`config.mk`:
```
export PLATFORM = sky130hd
export DESIGN_NAME = alu_seq_ctrl
export DESIGN_NICKNAME = d
export VERILOG_FILES = /design/src/rtl/ctrl_pkg.sv /design/src/rtl/seq_regfile.sv /design/src/rtl/alu_seq_ctrl.sv
export SDC_FILE = /design/constraint.sdc
export NUM_CORES = 1
export LEC_CHECK = 0
export BUFFER_PORTS_ARGS = -buffer_cell sky130_fd_sc_hd__buf_2
export CORE_MARGIN = 1
export CORE_UTILIZATION = 55
export DETAILED_ROUTE_END_ITERATION = 10
export PLACE_DENSITY = 0.78
export SLEW_MARGIN = 0
export SYNTH_ARGS = -nofsm -noshare
export SYNTH_HDL_FRONTEND = slang
export SYNTH_SLANG_ARGS = --single-unit
export TNS_END_PERCENT = 5
```
`constraint.sdc`:
```
create_clock -name clk -period 2.5 [get_ports clk]
set_clock_uncertainty 0.1 [all_clocks]
set_input_delay 0.125 -clock clk [delete_from_list [all_inputs] [get_ports clk]]
set_output_delay 0.125 -clock clk [all_outputs]
set_load 0.005 [all_outputs]
```
`src/rtl/ctrl_pkg.sv`:
```
// Shared definitions for the ALU sequencer: opcodes, FSM states and
// instruction field positions. The opcode encoding is shared with the ALU.
package ctrl_pkg;

  localparam int INSTR_W = 12;
  localparam int OPC_MSB = 11;
  localparam int OPC_LSB = 8;
  localparam int IMM_MSB = 7;
  localparam int IMM_LSB = 0;
  localparam int IDX_LSB = 0;

  typedef enum logic [3:0] {
    OP_ADD  = 4'd0,
    OP_SUB  = 4'd1,
    OP_AND  = 4'd2,
    OP_OR   = 4'd3,
    OP_XOR  = 4'd4,
    OP_NOT  = 4'd5,
    OP_LD   = 4'd6,
    OP_ST   = 4'd7,
    OP_INC  = 4'd8,
    OP_DEC  = 4'd9,
    OP_SHL  = 4'd10,
    OP_SHR  = 4'd11,
    OP_LDI  = 4'd12,
    OP_JMP  = 4'd13,
    OP_JZ   = 4'd14,
    OP_HALT = 4'd15
  } opcode_e;

  typedef enum logic [2:0] {
    S_IDLE,
    S_FETCH,
    S_DECODE,
    S_EXEC,
    S_HALTED
  } state_e;

  function automatic logic is_alu_op(opcode_e op);
    return op < OP_LDI;
  endfunction

  function automatic logic sets_carry(opcode_e op);
    return op inside {OP_ADD, OP_SUB, OP_INC,
                      OP_DEC, OP_SHL, OP_SHR};
  endfunction

endpackage

```
`src/rtl/seq_regfile.sv`:
```
// General register file R0..R(NREG-1) for the ALU sequencer.
// Ports: clk/rst, we/waddr/wdata sync write, raddr/rdata comb read.
module seq_regfile #(
  parameter int SIZE = 8,
  parameter int NREG = 4,
  localparam int IDX_W = $clog2(NREG)
) (
  input  logic             clk,
  input  logic             rst,
  input  logic             we,
  input  logic [IDX_W-1:0] waddr,
  input  logic [SIZE-1:0]  wdata,
  input  logic [IDX_W-1:0] raddr,
  output logic [SIZE-1:0]  rdata
);

  logic [SIZE-1:0] mem_q [NREG];
  logic [SIZE-1:0] mem_d [NREG];

  always_comb begin
    mem_d = mem_q;
    if (we) mem_d[waddr] = wdata;
  end

  always_ff @(posedge clk or posedge rst) begin
    if (rst) begin
      for (int i = 0; i < NREG; i++) mem_q[i] <= '0;
    end else begin
      mem_q <= mem_d;
    end
  end

  assign rdata = mem_q[raddr];

endmodule

```
`src/rtl/alu_seq_ctrl.sv`:
```
// Instruction sequencer feeding the ALU: fetch, decode, execute, writeback.
// Ports: clk/rst, start/halted, imem_* fetch, alu_* drive/capture, acc/flags.
module alu_seq_ctrl
  import ctrl_pkg::*;
#(
  parameter int SIZE = 8,
  parameter int PC_W = 8,
  parameter int NREG = 4
) (
  input  logic               clk,
  input  logic               rst,
  input  logic               start,
  output logic               halted,
  output logic               imem_req,
  output logic [PC_W-1:0]    imem_addr,
  input  logic               imem_valid,
  input  logic [INSTR_W-1:0] imem_data,
  output logic               alu_ce,
  output logic [3:0]         alu_op,
  output logic [SIZE-1:0]    alu_left,
  output logic [SIZE-1:0]    alu_right,
  output logic               alu_carry_in,
  input  logic               alu_carry_out,
  input  logic [SIZE-1:0]    alu_result,
  output logic [SIZE-1:0]    acc_out,
  output logic               flag_c,
  output logic               flag_z
);

  localparam int IDX_W = $clog2(NREG);
  localparam int IMM_W = IMM_MSB - IMM_LSB + 1;

  state_e             state_q, state_d;
  logic [PC_W-1:0]    pc_q, pc_d;
  logic [SIZE-1:0]    acc_q, acc_d;
  logic [SIZE-1:0]    opnd_q, opnd_d;
  logic [INSTR_W-1:0] ir_q, ir_d;
  logic               c_q, c_d;
  logic               z_q, z_d;

  opcode_e          op;
  logic [IMM_W-1:0] imm;
  logic [IDX_W-1:0] idx;
  logic             exec_alu;
  logic             rf_we;
  logic [SIZE-1:0]  rf_rdata;

  assign op  = opcode_e'(ir_q[OPC_MSB:OPC_LSB]);
  assign imm = ir_q[IMM_MSB:IMM_LSB];
  assign idx = ir_q[IDX_LSB +: IDX_W];

  assign exec_alu = (state_q == S_EXEC) && is_alu_op(op);

  seq_regfile #(
    .SIZE (SIZE),
    .NREG (NREG)
  ) u_rf (
    .clk   (clk),
    .rst   (rst),
    .we    (rf_we),
    .waddr (idx),
    .wdata (alu_result),
    .raddr (idx),
    .rdata (rf_rdata)
  );

  always_comb begin
    state_d = state_q;
    pc_d    = pc_q;
    acc_d   = acc_q;
    opnd_d  = opnd_q;
    ir_d    = ir_q;
    c_d     = c_q;
    z_d     = z_q;
    rf_we   = 1'b0;
    unique case (state_q)
      S_IDLE: begin
        if (start) state_d = S_FETCH;
      end
      S_FETCH: begin
        if (imem_valid) begin
          ir_d    = imem_data;
          state_d = S_DECODE;
        end
      end
      S_DECODE: begin
        opnd_d  = rf_rdata;
        state_d = S_EXEC;
      end
      S_EXEC: begin
        state_d = S_FETCH;
        pc_d    = pc_q + PC_W'(1);
        if (is_alu_op(op)) begin
          if (op == OP_ST) begin
            rf_we = 1'b1;
          end else begin
            acc_d = alu_result;
            z_d   = (alu_result == '0);
          end
          if (sets_carry(op)) c_d = alu_carry_out;
        end else begin
          case (op)
            OP_LDI: begin
              acc_d = SIZE'(imm);
              z_d   = (SIZE'(imm) == '0);
            end
            OP_JMP: pc_d = PC_W'(imm);
            OP_JZ: begin
              if (z_q) pc_d = PC_W'(imm);
            end
            OP_HALT: begin
              pc_d    = pc_q;
              state_d = S_HALTED;
            end
            default: ;
          endcase
        end
      end
      S_HALTED: begin
        if (start) begin
          pc_d    = '0;
          state_d = S_FETCH;
        end
      end
      default: state_d = S_IDLE;
    endcase
  end

  always_ff @(posedge clk or posedge rst) begin
    if (rst) begin
      state_q <= S_IDLE;
      pc_q    <= '0;
      acc_q   <= '0;
      opnd_q  <= '0;
      ir_q    <= '0;
      c_q     <= 1'b0;
      z_q     <= 1'b0;
    end else begin
      state_q <= state_d;
      pc_q    <= pc_d;
      acc_q   <= acc_d;
      opnd_q  <= opnd_d;
      ir_q    <= ir_d;
      c_q     <= c_d;
      z_q     <= z_d;
    end
  end

  always_comb begin
    alu_ce    = exec_alu;
    alu_op    = exec_alu ? ir_q[OPC_MSB:OPC_LSB] : 4'd0;
    alu_left  = exec_alu ? acc_q : '0;
    alu_right = exec_alu ? opnd_q : '0;
  end

  assign alu_carry_in = 1'b0;
  assign imem_req     = (state_q == S_FETCH);
  assign imem_addr    = pc_q;
  assign halted       = (state_q == S_HALTED);
  assign acc_out      = acc_q;
  assign flag_c       = c_q;
  assign flag_z       = z_q;

endmodule

```
==> impl_results.md <==
- Arrival time worst endpoint: 2.28 ns
- First-pass GRT wire length: 14430 um
- Fin. Hold Viols: 0
- Antenna violations before repair: 0
- Syn-to-layout area delta: 23.72%
- Total number of vias: 2809
- Rows: 29
- Max VDD drop: 0.6302 mV
- Synth top area share: 0.5033
- Yosys top cell by area: dfrtp_1
- Wirelength, routed: 8896 um
- Post-route cell area: 0.004491 mm^2
- # port buffers: 65
- Postcts setup bufs: 0
- Largest net degree at the start of global routing: 42
- Tightest slew margin relative to the limit: 0.5058
- Worst R2R Start: state_q[2]$_DFFE_PP0P_
- Dominant synthesized flop cell: dfrtp_1
- Largest family of logic cells by synthesized area: multiplexers
- Setup WS pre-CTS: 0.3514 ns
- Clock slew at reported path FFs: 0.08 ns
- Total CTS buffers: 9
- FILL cells: 460
- Synth cell types: 51
- Initial core utilization: 0.5716
- Hold Path Class: input port to asynchronous set/reset pin
- DRC: 0
- Routed len/inst: 18.77 um
- Core region area: 0.006350 mm^2
- Placed cell area: 0.004041 mm^2
- Core Util, Final: 0.7072
- Clk_lat worst skew: 0.35 ns
- FF-to-FF setup slack: 0.35 ns
- Pwr dens: 1150 mW/mm^2
- Mapped cell area: 0.003630 mm^2
- Post-Synth Adder-Cell Area: 0.006205
- EDFF count, synth: 0
- Most area-consuming cells after synthesis: dfrtp_1, mux2_2, mux4_2, and3_1, nand2_1
- Worst Setup End Kind: flop
- Crit Path Max Fanout: 9
- Total track usage: 0.2712
- Chip Width: 83.24 um
- Final setup vio count: 0
- RR Endpoint: u_rf.mem_q[15]$_DFFE_PP0P_
- Critical path class: flop to flop
- Register area share after synthesis: 0.5033
- Clock root buffer: clkbuf_8
- Max-slew violations: 0
- Final period utilization: 0.8583
- Min Tclk post-route: 2.146 ns
- Synth Area in Compound Gates: 0.07135
- Die area: 0.006928 mm^2
- Layout cells sized above 1: 0.4081
- RePlAce Congestion: 0.8031
- Warnings from Yosys: 0
- MaxCap Viol Count: 0
- Clk sinks: 73
- Avg Inst Size Synth: 12.06 um^2
- Required @ worst endpoint: 2.63 ns
- Syn Inst Count: 301
- Gr ovfl total: 0
- N_diodes: 0
- Worst Tran Pin Value: 0.7402 ns
- # IOs: 67
- Seq. cell area: 0.001827 mm^2
- Synth Area in XOR/XNOR: 0
- 1st-iter DRT viols: 222
- H-tree levels: 3
- Footprint of the multi-input gates: 0.001679 mm^2
- Leak: 0.002222 uW
- Layout Nets: 419
- Vias/cell: 5.926
- RSZ-0062 raised after global routing: no
- CTS tree: yes
- Register bit total from synthesis: 73
- Syn Nets: 327
- Die Ht: 83.24 um
- Max Root-Sink Buffers: 2
- Vias in the first global route: 2806
- Dpl hpwl: 6082 um
- Startpoint Class: flop
- Fraction of registers with async set/reset: 1.000
- Setup TNS: 0 ns
- Post-synthesis mux area share: 0.2313
- Drt pass-1 iters: 4
- Status: finished, final reports clean
- Reg2Reg Depth: 4
- Simple-gate area share of the yosys netlist: 0.1527
- Final WS setup: 0.3543 ns
- ANT nets after route: 0
- Achievable Freq: 466.1 MHz
==> synthesized netlist by cell type, types with 2 or more instances <==
cell	count
o21ai_0	8
nand3_1	4
nor4_1	2
buf_4	2
o21bai_1	2
inv_1	3
mux2i_1	4
nand3b_1	2
nor3b_4	2
dfrtp_1	73
a211o_1	2
nor3_1	8
nand2_1	24
nand4_1	2
nor2_1	17
mux2_2	55
mux4_2	8
nor2b_1	2
and3_1	20
o2bb2ai_1	3
clkbuf_1	8
and2_1	2
nand2b_1	3
a21oi_1	4
buf_6	3
buf_2	5
a31oi_1	9
==> what timing repair did <==
action	in CTS	in global routing
gates resized for setup	0	0
hold buffers	24	0
endpoints found under the hold margin	70	0
endpoints found under the setup margin	0	0
==> how the worst max path moves through the flow <==
stage,slack [ns],end,startpoint
6_report,0.35,u_rf.mem_q[15]$_DFFE_PP0P_,state_q[2]$_DFFE_PP0P_
5_1_grt,0.27,u_rf.mem_q[15]$_DFFE_PP0P_,state_q[2]$_DFFE_PP0P_
4_1_cts,0.33,u_rf.mem_q[15]$_DFFE_PP0P_,state_q[2]$_DFFE_PP0P_
3_5_place_dp,0.35,u_rf.mem_q[15]$_DFFE_PP0P_,state_q[2]$_DFFE_PP0P_
3_3_place_gp,0.43,u_rf.mem_q[8]$_DFFE_PP0P_,state_q[2]$_DFFE_PP0P_
2_1_floorplan,0.42,acc_out[0]$_DFFE_PP0P_,rst
==> cell families after synthesis <==
logic type / after synthesis
mux: 67
compound gates: 38
buf+inv: 23
other cells: 1
flops: 73
fa+ha+maj: 2
simple gates: 97
==> area by class of cell <==
type,instances,area share
tap,77,0.02145
timing repair buffer,101,0.1488
clock buffer,10,0.02842
inverter,3,0.002508
clock inverter,5,0.01811
sequential,73,0.4068
multi-input combinational,205,0.3739
==> metrics by stage <==
step	total power (uW)	hold WS [ns]	cells
after floorplan	3474	0.1750	301
after global routing	5475	0.4019	474
after CTS	5165	0.3643	474
after global placement	4036	0.1916	435
after detailed placement	4136	0.1960	435
final	5166	0.3515	474
==> flip-flops by register name, summed over array words and instances, names as in the netlist <==
| signal | flops |
|---|---|
| u_rf.mem_q | 32 |
| ir_q | 12 |
| acc_out | 8 |
| imem_addr | 8 |
| opnd_q | 8 |
| state_q | 3 |
| flag_c | 1 |
| flag_z | 1 |
==> cell usage in the layout (no fill, tap or decap), types with 2 or more instances in the layout <==
cell	synthesis	routed
and2_1	2	2
nand4_1	2	2
nor2_1	17	17
nand2_1	24	24
nand3b_1	2	2
bufinv_16	0	2
a21oi_1	4	4
mux2i_1	4	4
nor3_1	8	8
nor4_1	2	2
o21bai_1	2	2
and3_1	20	20
nor2b_1	2	2
nand3_1	4	4
mux2_2	55	55
buf_2	5	65
nor3b_4	2	2
mux4_2	8	8
dlygate4sd3_1	0	24
nand2b_1	3	3
o2bb2ai_1	3	3
a211o_1	2	2
a31oi_1	9	9
inv_1	3	2
buf_4	2	11
dfrtp_1	73	73
o21ai_0	8	8
clkbuf_8	0	9
==> critical path: stages (launching register included) <==
cell	delay, ns
dfrtp_1	0.47
and3b_1	0.33
nand4_4	0.20
nor3b_4	0.54
mux2_2	0.40
==> per-layer routing <==
| metal | vias up | global-route usage | share of wire |
|---|---|---|---|
| li1 | 1281 | - | - |
| met1 | 1411 | 0.3715 | 0.44 |
| met2 | 105 | 0.4322 | 0.49 |
| met3 | 12 | 0.04771 | 0.056 |
| met4 | 0 | 0.1082 | 0.016 |
| met5 | - | 0 | 0 |
==> where the power goes <==
part / switching, uW / total [uW] / internal (uW) / leakage, uW
Clock: 439 / 995 / 557 / 0.000102
Combinational: 903 / 1950 / 1040 / 0.00118
Sequential: 541 / 2220 / 1680 / 0.000945
No activity file was read; power rests on OpenSTA's default activity.
